### src/rtl/maquina_pkg.sv
// Shared state encoding for the multi-FIFO flow-control machine.
package maquina_pkg;

  localparam int STATE_W = 3;

  localparam logic [STATE_W-1:0] RESET = 3'd0;
  localparam logic [STATE_W-1:0] INIT  = 3'd1;
  localparam logic [STATE_W-1:0] IDLE  = 3'd2;
  localparam logic [STATE_W-1:0] ACTIVE = 3'd3;
  localparam logic [STATE_W-1:0] ERROR = 3'd4;

  typedef enum logic [STATE_W-1:0] {
    S_RESET  = RESET,
    S_INIT   = INIT,
    S_IDLE   = IDLE,
    S_ACTIVE = ACTIVE,
    S_ERROR  = ERROR
  } st_e;

endpackage

### src/rtl/fifo_err_check.sv
// Per-channel FIFO misuse decode: full+empty, push on full, pop on empty.
module fifo_err_check (
  input  logic fifo_empty_i,
  input  logic fifo_full_i,
  input  logic fifo_read_i,
  input  logic fifo_write_i,
  output logic err_o
);

  logic both_flags;
  logic bad_push;
  logic bad_pop;

  assign both_flags = fifo_full_i & fifo_empty_i;
  // A push on full is fine when a pop frees the slot in the same cycle.
  assign bad_push   = fifo_write_i & fifo_full_i & ~fifo_read_i;
  assign bad_pop    = fifo_read_i & fifo_empty_i;
  assign err_o      = both_flags | bad_push | bad_pop;

endmodule

### src/rtl/maquina_estados_multi.sv
// Multi-FIFO supervisor FSM with latched thresholds and sticky error mask.
// Define ERROR_RECOVERY_EN to allow leaving ERROR through init.
module maquina_estados_multi
  import maquina_pkg::*;
#(
  parameter int NUM_FIFOS = 4,
  parameter int UMBRAL_W  = 4
) (
  input  logic                 clk,
  input  logic                 reset,
  input  logic                 init,
  input  logic [UMBRAL_W-1:0]  umbral_mf_in,
  input  logic [UMBRAL_W-1:0]  umbral_vc_in,
  input  logic [UMBRAL_W-1:0]  umbral_d_in,
  input  logic [NUM_FIFOS-1:0] fifo_empty,
  input  logic [NUM_FIFOS-1:0] fifo_full,
  input  logic [NUM_FIFOS-1:0] fifo_read,
  input  logic [NUM_FIFOS-1:0] fifo_write,
  output logic                 init_out,
  output logic                 idle_out,
  output logic                 active_out,
  output logic                 error_out,
  output logic [STATE_W-1:0]   state_out,
  output logic [UMBRAL_W-1:0]  umbral_mf_out,
  output logic [UMBRAL_W-1:0]  umbral_vc_out,
  output logic [UMBRAL_W-1:0]  umbral_d_out,
  output logic [NUM_FIFOS-1:0] error_chan
);

  st_e                  state_q, state_d;
  logic [UMBRAL_W-1:0]  mf_q, vc_q, d_q;
  logic [NUM_FIFOS-1:0] chan_q, chan_d;
  logic [NUM_FIFOS-1:0] err;
  logic                 err_any;
  logic                 any_data;
  logic                 all_empty;

  for (genvar g = 0; g < NUM_FIFOS; g++) begin : g_chk
    fifo_err_check u_chk (
      .fifo_empty_i (fifo_empty[g]),
      .fifo_full_i  (fifo_full[g]),
      .fifo_read_i  (fifo_read[g]),
      .fifo_write_i (fifo_write[g]),
      .err_o        (err[g])
    );
  end

  assign err_any   = |err;
  assign any_data  = |(~fifo_empty);
  assign all_empty = &fifo_empty;

  always_comb begin
    state_d = state_q;
    case (state_q)
      S_RESET: state_d = S_INIT;
      S_INIT: begin
        if (!init) state_d = S_IDLE;
      end
      S_IDLE: begin
        if (err_any)       state_d = S_ERROR;
        else if (init)     state_d = S_INIT;
        else if (any_data) state_d = S_ACTIVE;
      end
      S_ACTIVE: begin
        if (err_any)        state_d = S_ERROR;
        else if (init)      state_d = S_INIT;
        else if (all_empty) state_d = S_IDLE;
      end
      S_ERROR: begin
`ifdef ERROR_RECOVERY_EN
        if (init) state_d = S_INIT;
`endif
      end
      default: state_d = S_RESET;
    endcase
  end

  always_comb begin
    chan_d = '0;
    if (state_d == S_ERROR) begin
      if (state_q == S_ERROR) chan_d = chan_q | err;
      else                    chan_d = err;
    end
  end

  always_ff @(posedge clk or negedge reset) begin
    if (!reset) begin
      state_q <= S_RESET;
      chan_q  <= '0;
    end else begin
      state_q <= state_d;
      chan_q  <= chan_d;
    end
  end

  always_ff @(posedge clk or negedge reset) begin
    if (!reset) begin
      mf_q <= '0;
      vc_q <= '0;
      d_q  <= '0;
    end else if (state_q == S_INIT) begin
      mf_q <= umbral_mf_in;
      vc_q <= umbral_vc_in;
      d_q  <= umbral_d_in;
    end
  end

  assign init_out      = (state_q == S_INIT);
  assign idle_out      = (state_q == S_IDLE);
  assign active_out    = (state_q == S_ACTIVE);
  assign error_out     = (state_q == S_ERROR);
  assign state_out     = state_q;
  assign umbral_mf_out = mf_q;
  assign umbral_vc_out = vc_q;
  assign umbral_d_out  = d_q;
  assign error_chan    = chan_q;

endmodule
### config.mk
export PLATFORM = sky130hd
export DESIGN_NAME = maquina_estados_multi
export DESIGN_NICKNAME = d
export VERILOG_FILES = /design/src/rtl/maquina_pkg.sv /design/src/rtl/fifo_err_check.sv /design/src/rtl/maquina_estados_multi.sv
export SDC_FILE = /design/constraint.sdc
export NUM_CORES = 1
export LEC_CHECK = 0
export BUFFER_PORTS_ARGS = -buffer_cell sky130_fd_sc_hd__buf_2
export CAP_MARGIN = 20
export CORE_UTILIZATION = 42
export DETAILED_ROUTE_END_ITERATION = 10
export PLACE_DENSITY = 0.78
export RECOVER_POWER = 50
export SKIP_LAST_GASP = 1
export SYNTH_ARGS = -nofsm -noshare
export SYNTH_HDL_FRONTEND = slang
export SYNTH_SLANG_ARGS = --single-unit
### constraint.sdc
create_clock -name clk -period 1.9 [get_ports clk]
set_clock_uncertainty 0.05 [all_clocks]
set_input_delay 0.095 -clock clk [delete_from_list [all_inputs] [get_ports clk]]
set_output_delay 0.095 -clock clk [all_outputs]
set_load 0.03 [all_outputs]
### After elaboration in Yosys (flattened, before gate mapping)

Index checks and enable logic that the tools add are counted.

* bits in latches: 0
* memory bits (read-only): 0
* input bits: 31
* word-level logic and storage cells: 54
* register bits after elaboration: 19
* bits in writable memories: 0
* output and inout bits: 23
* memories kept: 0

* $mul: 0
* muxes and demuxes: 10
* order comparisons: 0
* shifts and indexed selects: 0
* bitwise logic cells: 30
* reductions and logical operators: 4
* $add $sub $neg: 0
* eq/ne operators: 5
* divide/modulo/power cells: 0

Operators with widths (count)
* $mux 3: 7
* $and 1x1->1: 16
* $pmux 3 s5: 1
* $mux 4: 2
* $or 1x1->1: 8
* $reduce_or 4->1: 2
* $eq 3x2->1 const B: 2
* $eq 3x3->1 const B: 2
* $not 1->1: 4
* $not 4->4: 1
* $or 4x4->4: 1
* $reduce_and 4->1: 1
* $eq 3x1->1 const B: 1
* $logic_not 3->1: 1

### Logic depth before layout (Yosys ltp)

Gate-level depths: netlist (run 1).

* depth after elaboration: 9
* mapped depth: 4
* gate-level depth less buffers: 4

### Modules after synthesis

From an unflattened synthesis (run 1), not the netlist that was laid out.

* cells, all modules: 71
* area, all modules: 887.1 um^2

By module, submodules not included
* maquina_estados_multi: cells each 63, area each 827.0 um^2, seq. area each 475.5 um^2, times used 1
* fifo_err_check: cells each 2, area each 15.0 um^2, seq. area each 0.0 um^2, times used 4

### Worst setup path after synthesis (run 1)

OpenSTA, ideal clock, no wires.

* path kind: flip-flop to flip-flop
* start point: register state_q[1], in the netlist state_out[1]
* end point: register d_q[0], in the netlist umbral_d_out[0]
* arrival time: 1374 ps
* required time: 1725 ps
* period minus slack after synthesis: 1549 ps
* stages on the path, launching flop included: 5
* slack: 351 ps
* path buffers: 1
* library setup time: 125 ps
* path through: dfrtp_1 > nand2b_4 > nor2_4 > buf_6 > mux2_4

* word-level cells in the longest chain between the ends: 1

Ends and longest elaborated chain
* start: declaration: line maquina_estados_multi.sv:30 `st_e state_q, state_d;`
* start signal: assignment: line maquina_estados_multi.sv:91 `state_q <= state_d;`
* $eq 3x1->1
* net init_out: line maquina_estados_multi.sv:19 `output logic init_out,`
* end signal: assignment: line maquina_estados_multi.sv:104 `d_q <= umbral_d_in;`
* end: declaration: line maquina_estados_multi.sv:31 `logic [UMBRAL_W-1:0] mf_q, vc_q, d_q;`

The timed path passes the listed nets, and every way through them passes these cells.
A chain may end at the register's enable or synchronous reset.

### Worst setup path in the final report (run 1)

* start point: register state_q[1], in the netlist state_out[1]
* end point: output init_out

* word-level cells in the longest chain between the ends: 1

Ends and longest elaborated chain
* $eq 3x1->1: line maquina_estados_multi.sv:108 `assign init_out = (state_q == S_INIT);`
* end: declaration: line maquina_estados_multi.sv:19

No other way between the ends.

==> results.txt, run 1 <==
Outcome - finished, final reports clean
N_diodes - 0
Final count of negative-setup-slack endpoints - 0
Die X - 48.2 um
R2R Path End - umbral_vc_out[0]
Crit path largest cell delay - 0.47 ns
DR WL/cell - 12.7 um
Final hold vios - 0
Tmin final - 1.74 ns
Cell taking the most area after synthesis - dfrtp_1
Buffers & Inverters on Critical Path - 1
Global-route wire length before repair - 2.94 mm
WP data required - 1.75 ns
FFs w/ async S/R, synth - 1.00
Sink Count - 19
Leak Pwr - 0.672 nW
Die ar. - 0.00232 mm2
Hold Path Stages - 4
RSZ-0062 raised after global routing - no
Critical Path AT - 1.59 ns
Yosys top cell area share - 0.530
CTS resizes - 0
Cell with the most instances after synthesis - dfrtp_1
Routed vias - 802
I/O Buffers - 53
Hold path startpoint - fifo_empty[3]
Clk_lat worst skew - 0.28 ns
Top FF cell, synth - dfrtp_1
Synthesis-stage register bit count - 19
Slew Limit Fails - 0
Worst Tran Pin Value - 1.01 ns
Synthesized instance count - 70
Most frequent cells after synthesis - 19 x dfrtp_1, 9 x mux2_4, 7 x nor2_1
Ranking of synthesized cells by area - dfrtp_1 53%, mux2_4 15%, a31o_2 3.9%, mux2_2 3.8%, nand2b_1 3.5%
R2r startpoint - state_out[1]
Placed wire-length estimate - 1.49 mm
Initial antenna violation count - 0
Worst IR Drop VDD - 1.11 mV
Vias per cell - 4.83
Setup TNS - 0 ns
Critical Path End Type - primary output
Max-cap violations - 0
Post-route ant nets - 0
Syn Nets - 101
Pwr/cell area - 1660 mW/mm2
Worst-path maximum fanout - 13
CTS buffer count - 3
Routed Wire Length - 2.11 mm
Slowest cell on crit path - dfrtp_1
Ys Warns - 0
Core area - 0.00198 mm2
Mean Syn Cell Area - 12.8 um2
Worst reg2reg path depth - 3
Sequential area share after synthesis - 0.530
Area Growth Syn to Fin - 48.3%
Number of global-route vias before repair - 746
Largest net degree at the start of global routing - 20
Worst Setup Path Type - flop to primary output
Rows - 16
Cell variety after synth - 22
Die H - 48.2 um
Crit share post-route - 0.916
CTS HTree Levels - 1
Critical Path, Cell by Cell - nand2b_4, nor2_4, buf_2
Fin nets - 171
Share of cells above drive strength 1 - 0.453
Clock-pin slew on the worst setup and hold paths - 0.10 ns
Starting density of the core - 0.453
Slew HR - 0.327
TritonRoute pass-1 iters - 4
DRC - 0
Min-Delay Path Class - input pin to flop
Max Fclk - 575 MHz
GR Util All Layers - 0.187
CTS tree - yes
Cell area after synthesis - 897 um2
Routability cong. - 0.805
Initial DRC Count - 3
Hold_ws - 0.152 ns
Total grt overflow - 0
Clock root buffer - clkbuf_4
Number of enable flip-flop cells after synthesis - 0
I/O pin count - 54
Setup crit start kind - flop
Crit path max-delay family - simple AND/OR/NAND/NOR gates
Hold endpoint - error_chan[3]
Clk buf depth - 2
R2R setup slack - 0.34 ns
-- report_power, final --
part,leakage [nW],total [mW],switching [mW],internal (mW)
Clock,0.0150,0.197,0.115,0.0815
Combinational,0.425,1.27,0.753,0.512
Sequential,0.232,0.740,0.146,0.594
-- state kept, by name, indices dropped and copies added, names as in the netlist --
register	count
umbral_mf_out	4
error_chan	4
umbral_vc_out	4
state_out	3
umbral_d_out	4
-- how the worst max path moves through the flow --
| stage | slack [ns] | end | start | cells past startpoint |
|---|---|---|---|---|
| 6_report | 0.16 | init_out | state_out[1] | 3 |
| 3_5_place_dp | 0.35 | umbral_vc_out[2] | state_out[1] | 3 |
| 4_1_cts | 0.15 | init_out | state_out[1] | 3 |
| 2_1_floorplan | 0.35 | umbral_d_out[0] | state_out[1] | 4 |
| 3_3_place_gp | 0.40 | umbral_vc_out[1] | state_out[1] | 3 |
| 5_1_grt | 0.07 | active_out | state_out[2] | 4 |
-- routing by layer --
layer  GRT usage  wire, um  vias up
met5           0         0        -
met4      0.0833        12        0
met3      0.0222       134        2
met2       0.336      1050       39
met1       0.221       915      374
li1            -         -      387
-- placed cells by master, fill, tap and decap left out, types with 2 or more instances in the layout --
master / netlist / final
dlygate4sd3_1: 0 / 14
nor2_1: 7 / 7
a31o_2: 4 / 4
nor2b_1: 4 / 4
and2_1: 2 / 2
mux2_2: 3 / 3
clkbuf_4: 0 / 3
dfrtp_1: 19 / 19
mux2_4: 9 / 9
buf_2: 0 / 42
clkbuf_1: 0 / 12
o22ai_1: 4 / 4
nand2b_1: 5 / 5
-- metrics by stage --
stage               setup WS (ns)  power [mW]  cell area (um2)  cells   util
floorplan                   0.351        1.72              897     70      -
global placement            0.402        1.99             1180    148  0.594
detailed placement          0.346        2.02             1180    148  0.594
CTS                         0.146        2.24             1340    166  0.678
global route               0.0686        2.33             1330    166  0.671
finish                      0.160        2.20             1330    166  0.671
-- tightest hold or removal path: stages --
cell     delay, ns
buf_2         0.09
o22ai_1       0.08
nor2_1        0.09
a31o_2        0.10
-- area by class of cell --
type | instances | area, um2
sequential | 19 | 475
multi-input combinational | 48 | 399
timing repair buffer | 67 | 392
inverter | 1 | 3.75
tap | 27 | 33.8
clock buffer | 4 | 26.3
fill | 168 | 652
-- kinds of logic after synthesis --
| group | count (synthesis) | synth area share |
|---|---|---|
| simple gates | 24 | 0.158 |
| flops | 19 | 0.530 |
| compound gates | 12 | 0.0990 |
| mux | 12 | 0.188 |
| buf+inv | 3 | 0.0251 |
-- repair_timing --
action | 4_1_cts | 5_1_grt
hold buffers | 14 | 0
buffers inserted | 0 | 0
hold endpoints to repair | 32 | 0
endpoints found under the setup margin | 0 | 0
No activity file was read; power rests on OpenSTA's default activity.
==> run 2: changes to the inputs <==
CORE_UTILIZATION = 38   (was 42)
PLACE_DENSITY = 0.75   (was 0.78)
clock period = 1.5 ns   (was 1.9 ns; I/O delays follow)
==> results.txt, run 2 (synthesis gave the netlist of run 1 again) <==
R2R Path End - umbral_d_out[1] (was umbral_vc_out[0])
N_diodes - 0 (unchanged)
Routed vias - 840 (was 802)
Worst-path maximum fanout - 6 (was 13)
RSZ-0062 raised after global routing - yes (was no)
Vias per cell - 4.72 (was 4.83)
Routability cong. - 0.740 (was 0.805)
Max-cap violations - 0 (unchanged)
Fin area - 0.00146 mm2 (was 0.00133 mm2)
Slew HR - 0.352 (was 0.327)
Post-route ant nets - 0 (unchanged)
Initial DRC Count - 4 (was 3)
Worst IR Drop VDD - 1.57 mV (was 1.11 mV)
Fillers - 187 (was 168)
Final hold vios - 0 (unchanged)
Total grt overflow - 0 (unchanged)
Final count of negative-setup-slack endpoints - 0 (unchanged)
I/O pin count - 54 (unchanged)
Die ar. - 0.00256 mm2 (was 0.00232 mm2)
Share of cells above drive strength 1 - 0.520 (was 0.453)
Global-route wire length before repair - 3.33 mm (was 2.94 mm)
GR Util All Layers - 0.176 (was 0.187)
Post-DP Area - 0.00122 mm2 (was 0.00118 mm2)
Pre-CTS WS - 0.159 ns (was 0.346 ns)
Max Fclk - 686 MHz
Hold path startpoint - fifo_empty[3] (unchanged)
CTS HTree Levels - 1 (unchanged)
Clk buf depth - 2 (unchanged)
Critical Path, Cell by Cell - buf_4, nor2_1, and2_1, buf_4 (was nand2b_4, nor2_4, buf_2)
Worst Tran Pin Value - 0.971 ns (was 1.01 ns)
Critical Path End Type - primary output (unchanged)
Core area - 0.00221 mm2 (was 0.00198 mm2)
WP data required - 1.37 ns (was 1.75 ns)
Pwr/cell area - 2190 mW/mm2 (was 1660 mW/mm2)
TritonRoute pass-1 iters - 4 (unchanged)
I/O Buffers - 53 (unchanged)
Sink Count - 19 (unchanged)
Clock-pin slew on the worst setup and hold paths - 0.10 ns (about the same)
Tmin final - 1.46 ns
Clk_lat worst skew - 0.29 ns (was 0.28 ns)
Crit-path most repeated cell - buf_4
Initial antenna violation count - 0 (unchanged)
R2R setup slack - 0.08 ns (was 0.34 ns)
Die H - 50.6 um (was 48.2 um)
CTS tree - yes (unchanged)
Min-Delay Path Class - input pin to flop (unchanged)
R2r startpoint - state_out[2] (was state_out[1])
Largest net degree at the start of global routing - 20 (unchanged)
Hold Path Stages - 4 (unchanged)
Worst reg2reg path depth - 5 (was 3)
DR WL/cell - 12.4 um (was 12.7 um)
Fin nets - 182 (was 171)
Most common cell after layout, fill and taps aside - buf_2 (unchanged)
CTS buffer count - 3 (unchanged)
Worst Setup Path Type - flop to primary output (unchanged)
Outcome - finished, final reports clean (unchanged)
Critical Path AT - 1.33 ns (was 1.59 ns)
Hold endpoint - state_out[0] (was error_chan[3])
Routed Wire Length - 2.21 mm (was 2.11 mm)
Leak Pwr - 0.734 nW (was 0.672 nW)
Crit share post-route - 0.971
Starting density of the core - 0.406 (was 0.453)
Slew Limit Fails - 0 (unchanged)
Final worst setup slack - 0.0431 ns (was 0.160 ns)
Clock root buffer - clkbuf_4 (unchanged)
Crit path largest cell delay - 0.42 ns (was 0.47 ns)
Placed wire-length estimate - 1.44 mm (was 1.49 mm)
Most frequent cells in the layout - 38 x buf_2, 16 x dfrtp_1, 14 x dlygate4sd3_1 (was 42 x buf_2, 19 x dfrtp_1, 14 x dlygate4sd3_1)
Number of global-route vias before repair - 820 (was 746)
DRC - 0 (unchanged)
Setup crit start kind - flop (unchanged)
Die X - 50.6 um (was 48.2 um)
Slowest cell on crit path - dfrtp_2 (was dfrtp_1)
Area Growth Syn to Fin - 62.5% (was 48.3%)
Rows - 17 (was 16)
## run 2: per-stage QoR
step,utilization,hold slack (ns),total power [mW],instances,TNS [ns]
floorplan,-,-0.271,2.19,70,0
global placement,0.553,-0.0281,2.65,153,0
detailed placement,0.553,-0.0184,2.69,153,0
CTS,0.633,0.133,3.00,171,0
global route,0.659,0.145,3.38,178,-0.0273
finish,0.659,0.134,3.19,178,0
## run 2: cell type report
class                   count  area [um2]  area share
inverters                   1        3.75     0.00258
flip-flops and latches     19         479       0.329
multi-input cells          48         407       0.279
clock inverters             1        5.00     0.00343
repair buffers             78         505       0.347
clock buffers               3        22.5      0.0155
well taps                  28        35.0      0.0240
## run 2: critical path, delay by kind of cell, from the launching register on
family,cells,cell delay [ns]
flip-flops,1,0.42
buffers and inverters,2,0.32
AND/OR/NAND/NOR,2,0.30
## run 2: how the worst max path moves through the flow
stage	start	depth (start not counted)	slack, ns	endpoint
2_1_floorplan	state_out[2]	4	0.0005	umbral_d_out[0]
3_3_place_gp	state_out[1]	4	0.18	umbral_mf_out[0]
3_5_place_dp	state_out[1]	4	0.16	umbral_mf_out[1]
4_1_cts	state_out[1]	4	0.01	init_out
5_1_grt	state_out[1]	4	-0.03	error_out
6_report	state_out[1]	4	0.04	error_out
## run 2: layer usage
metal | GRT usage | part of all wire | routed length (um)
met1 | 0.199 | 0.40 | 887
met2 | 0.331 | 0.52 | 1150
met3 | 0.0364 | 0.075 | 165
met4 | 0.0463 | 0.0045 | 10
met5 | 0 | 0 | 0
## run 2: timing repair
item / in CTS / in global routing
setup buffers: 0 / 7
cloned: 0 / 0
gates resized for setup: 3 / 5
endpoints found under the setup margin: 2 / 3
pin swaps: 0 / 1
hold buffers: 14 / 0
hold endpoints to repair: 32 / 0
## run 2: power breakdown
| group | internal (mW) | total (mW) | switching [mW] |
|---|---|---|---|
| Sequential | 0.759 | 0.918 | 0.159 |
| Clock | 0.0991 | 0.248 | 0.149 |
| Combinational | 0.950 | 2.03 | 1.07 |
==> run 3: changes to the inputs <==
PLACE_DENSITY = 0.79   (was 0.75)
==> results.txt, run 3 (synthesis gave the netlist of run 1 again) <==
DRC - 0 (unchanged)
Clk buf depth - 2 (unchanged)
DR WL/cell - 13.0 um (was 12.4 um)
Largest net degree at the start of global routing - 20 (unchanged)
Worst-path maximum fanout - 6 (unchanged)
Die X - 50.6 um (unchanged)
Clock-pin slew on the worst setup and hold paths - 0.10 ns (about the same)
Final worst setup slack - 0.0548 ns (was 0.0431 ns)
TritonRoute pass-1 iters - 4 (unchanged)
Hold_ws - 0.137 ns (was 0.134 ns)
Tmin final - 1.45 ns (was 1.46 ns)
Rows - 17 (unchanged)
Post-DP Area - 0.00121 mm2 (was 0.00122 mm2)
Sequential Area - 478 um2 (was 479 um2)
Fillers - 191 (was 187)
Setup TNS - 0 ns (unchanged)
Area Growth Syn to Fin - 61.1% (was 62.5%)
Vias per cell - 4.77 (was 4.72)
Clk_lat worst skew - 0.28 ns (was 0.29 ns)
Slowest cell on crit path - dfrtp_2 (unchanged)
Critical Path AT - 1.32 ns (was 1.33 ns)
Share of cells above drive strength 1 - 0.507 (was 0.520)
Initial DRC Count - 3 (was 4)
Crit share post-route - 0.963 (was 0.971)
I/O Buffers - 53 (unchanged)
Crit path largest cell delay - 0.44 ns (was 0.42 ns)
CTS HTree Levels - 1 (unchanged)
Routed vias - 839 (was 840)
CTS buffer count - 3 (unchanged)
Number of global-route vias before repair - 837 (was 820)
Critical Path, Cell by Cell - buf_4, nand2b_4, inv_1, and2_1, buf_4 (was buf_4, nor2_1, and2_1, buf_4)
Slew Limit Fails - 0 (unchanged)
Total grt overflow - 0 (unchanged)
I/O pin count - 54 (unchanged)
Routability cong. - 0.756 (was 0.740)
Die H - 50.6 um (unchanged)
Sink Count - 19 (unchanged)
Most frequent cells in the layout - 39 x buf_2, 17 x dfrtp_1, 14 x dlygate4sd3_1 (was 38 x buf_2, 16 x dfrtp_1, 14 x dlygate4sd3_1)
Max Fclk - 692 MHz (was 686 MHz)
Post-route ant nets - 0 (unchanged)
CTS tree - yes (unchanged)
N_diodes - 0 (unchanged)
Area occupied by multi-input gates - 407 um2 (unchanged)
Crit-path most repeated cell - buf_4 (unchanged)
GR Util All Layers - 0.185 (was 0.176)
Pre-CTS WS - 0.0976 ns (was 0.159 ns)
Final count of negative-setup-slack endpoints - 0 (unchanged)
Final hold vios - 0 (unchanged)
Slew HR - 0.339 (was 0.352)
Critical Path End Type - primary output (unchanged)
Max-cap violations - 0 (unchanged)
Pwr/cell area - 2200 mW/mm2 (was 2190 mW/mm2)
Placed wire-length estimate - 1.45 mm (was 1.44 mm)
Routed Wire Length - 2.29 mm (was 2.21 mm)
RSZ-0062 raised after global routing - yes (unchanged)
Min-Delay Path Class - input pin to flop (unchanged)
Worst Tran Pin Value - 0.992 ns (was 0.971 ns)
Initial antenna violation count - 0 (unchanged)
Global-route wire length before repair - 3.48 mm (was 3.33 mm)
Fin nets - 180 (was 182)
Die ar. - 0.00256 mm2 (unchanged)
Fin area - 0.00145 mm2 (was 0.00146 mm2)
Leak Pwr - 0.727 nW (was 0.734 nW)
Clock root buffer - clkbuf_4 (unchanged)
WP data required - 1.37 ns (about the same)
Starting density of the core - 0.406 (unchanged)
Most common cell after layout, fill and taps aside - buf_2 (unchanged)
Outcome - finished, final reports clean (unchanged)
Core area - 0.00221 mm2 (unchanged)
Worst IR Drop VDD - 1.44 mV (was 1.57 mV)
Setup crit start kind - flop (unchanged)
Worst Setup Path Type - flop to primary output (unchanged)
[run 3: routing by layer]
layer / track usage / vias up / share of wire
met5: 0 / - / 0
met4: 0.0370 / 0 / 0
met2: 0.371 / 43 / 0.55
li1: - / 403 / -
met3: 0.0394 / 0 / 0.070
met1: 0.192 / 393 / 0.38
[run 3: metrics by stage]
step                      instances  utilization  power [mW]
after global routing            176        0.653        3.35
after global placement          152        0.549        2.63
after CTS                       173        0.639        3.04
after floorplan                  70            -        2.19
after detailed placement        152        0.549        2.67
final                           176        0.653        3.18
[run 3: report_power, final]
group / switching (mW) / leakage [nW] / total, mW / internal (mW)
logic: 1.07 / 0.482 / 2.00 / 0.934
clock network: 0.145 / 0.0150 / 0.248 / 0.103
registers: 0.171 / 0.229 / 0.928 / 0.757
total: 1.38 / 0.727 / 3.18 / 1.79
[run 3: path summary, 6_finish.rpt]
| path | from | to | slack [ns] | cells after the start |
|---|---|---|---|---|
| max in group asynchronous | reset | state_out[1] | 0.32 | 2 |
| min reg2reg | state_out[1] | state_out[0] | 0.46 | 1 |
| max reg2reg | state_out[1] | umbral_mf_out[1] | 0.06 | 5 |
| max | state_out[1] | active_out | 0.05 | 5 |
| min | fifo_empty[3] | error_chan[3] | 0.14 | 4 |
| min in group asynchronous | reset | umbral_d_out[0] | 0.42 | 2 |
[run 3: repair_timing]
action / 4_1_cts / 5_1_grt
gates resized for setup: 4 / 4
hold endpoints to repair: 32 / 0
pin swaps: 1 / 0
setup buffers: 3 / 3
gates cloned: 0 / 0
setup endpoints to repair: 2 / 3
hold buffers: 14 / 0
[run 3: final cells by class]
type                    instances  share of cell area
clock buffers                   4              0.0182
inverters                       1             0.00260
multi-input cells              48               0.281
flip-flops and latches         19               0.331
well taps                      28              0.0242
repair buffers                 76               0.343
[run 3: worst max-delay path, delay by kind of cell, from the launching register on]
| family | cells | cell delay (ns) |
|---|---|---|
| flip-flops | 1 | 0.44 |
| buffers and inverters | 3 | 0.37 |
| AND/OR/NAND/NOR | 2 | 0.23 |
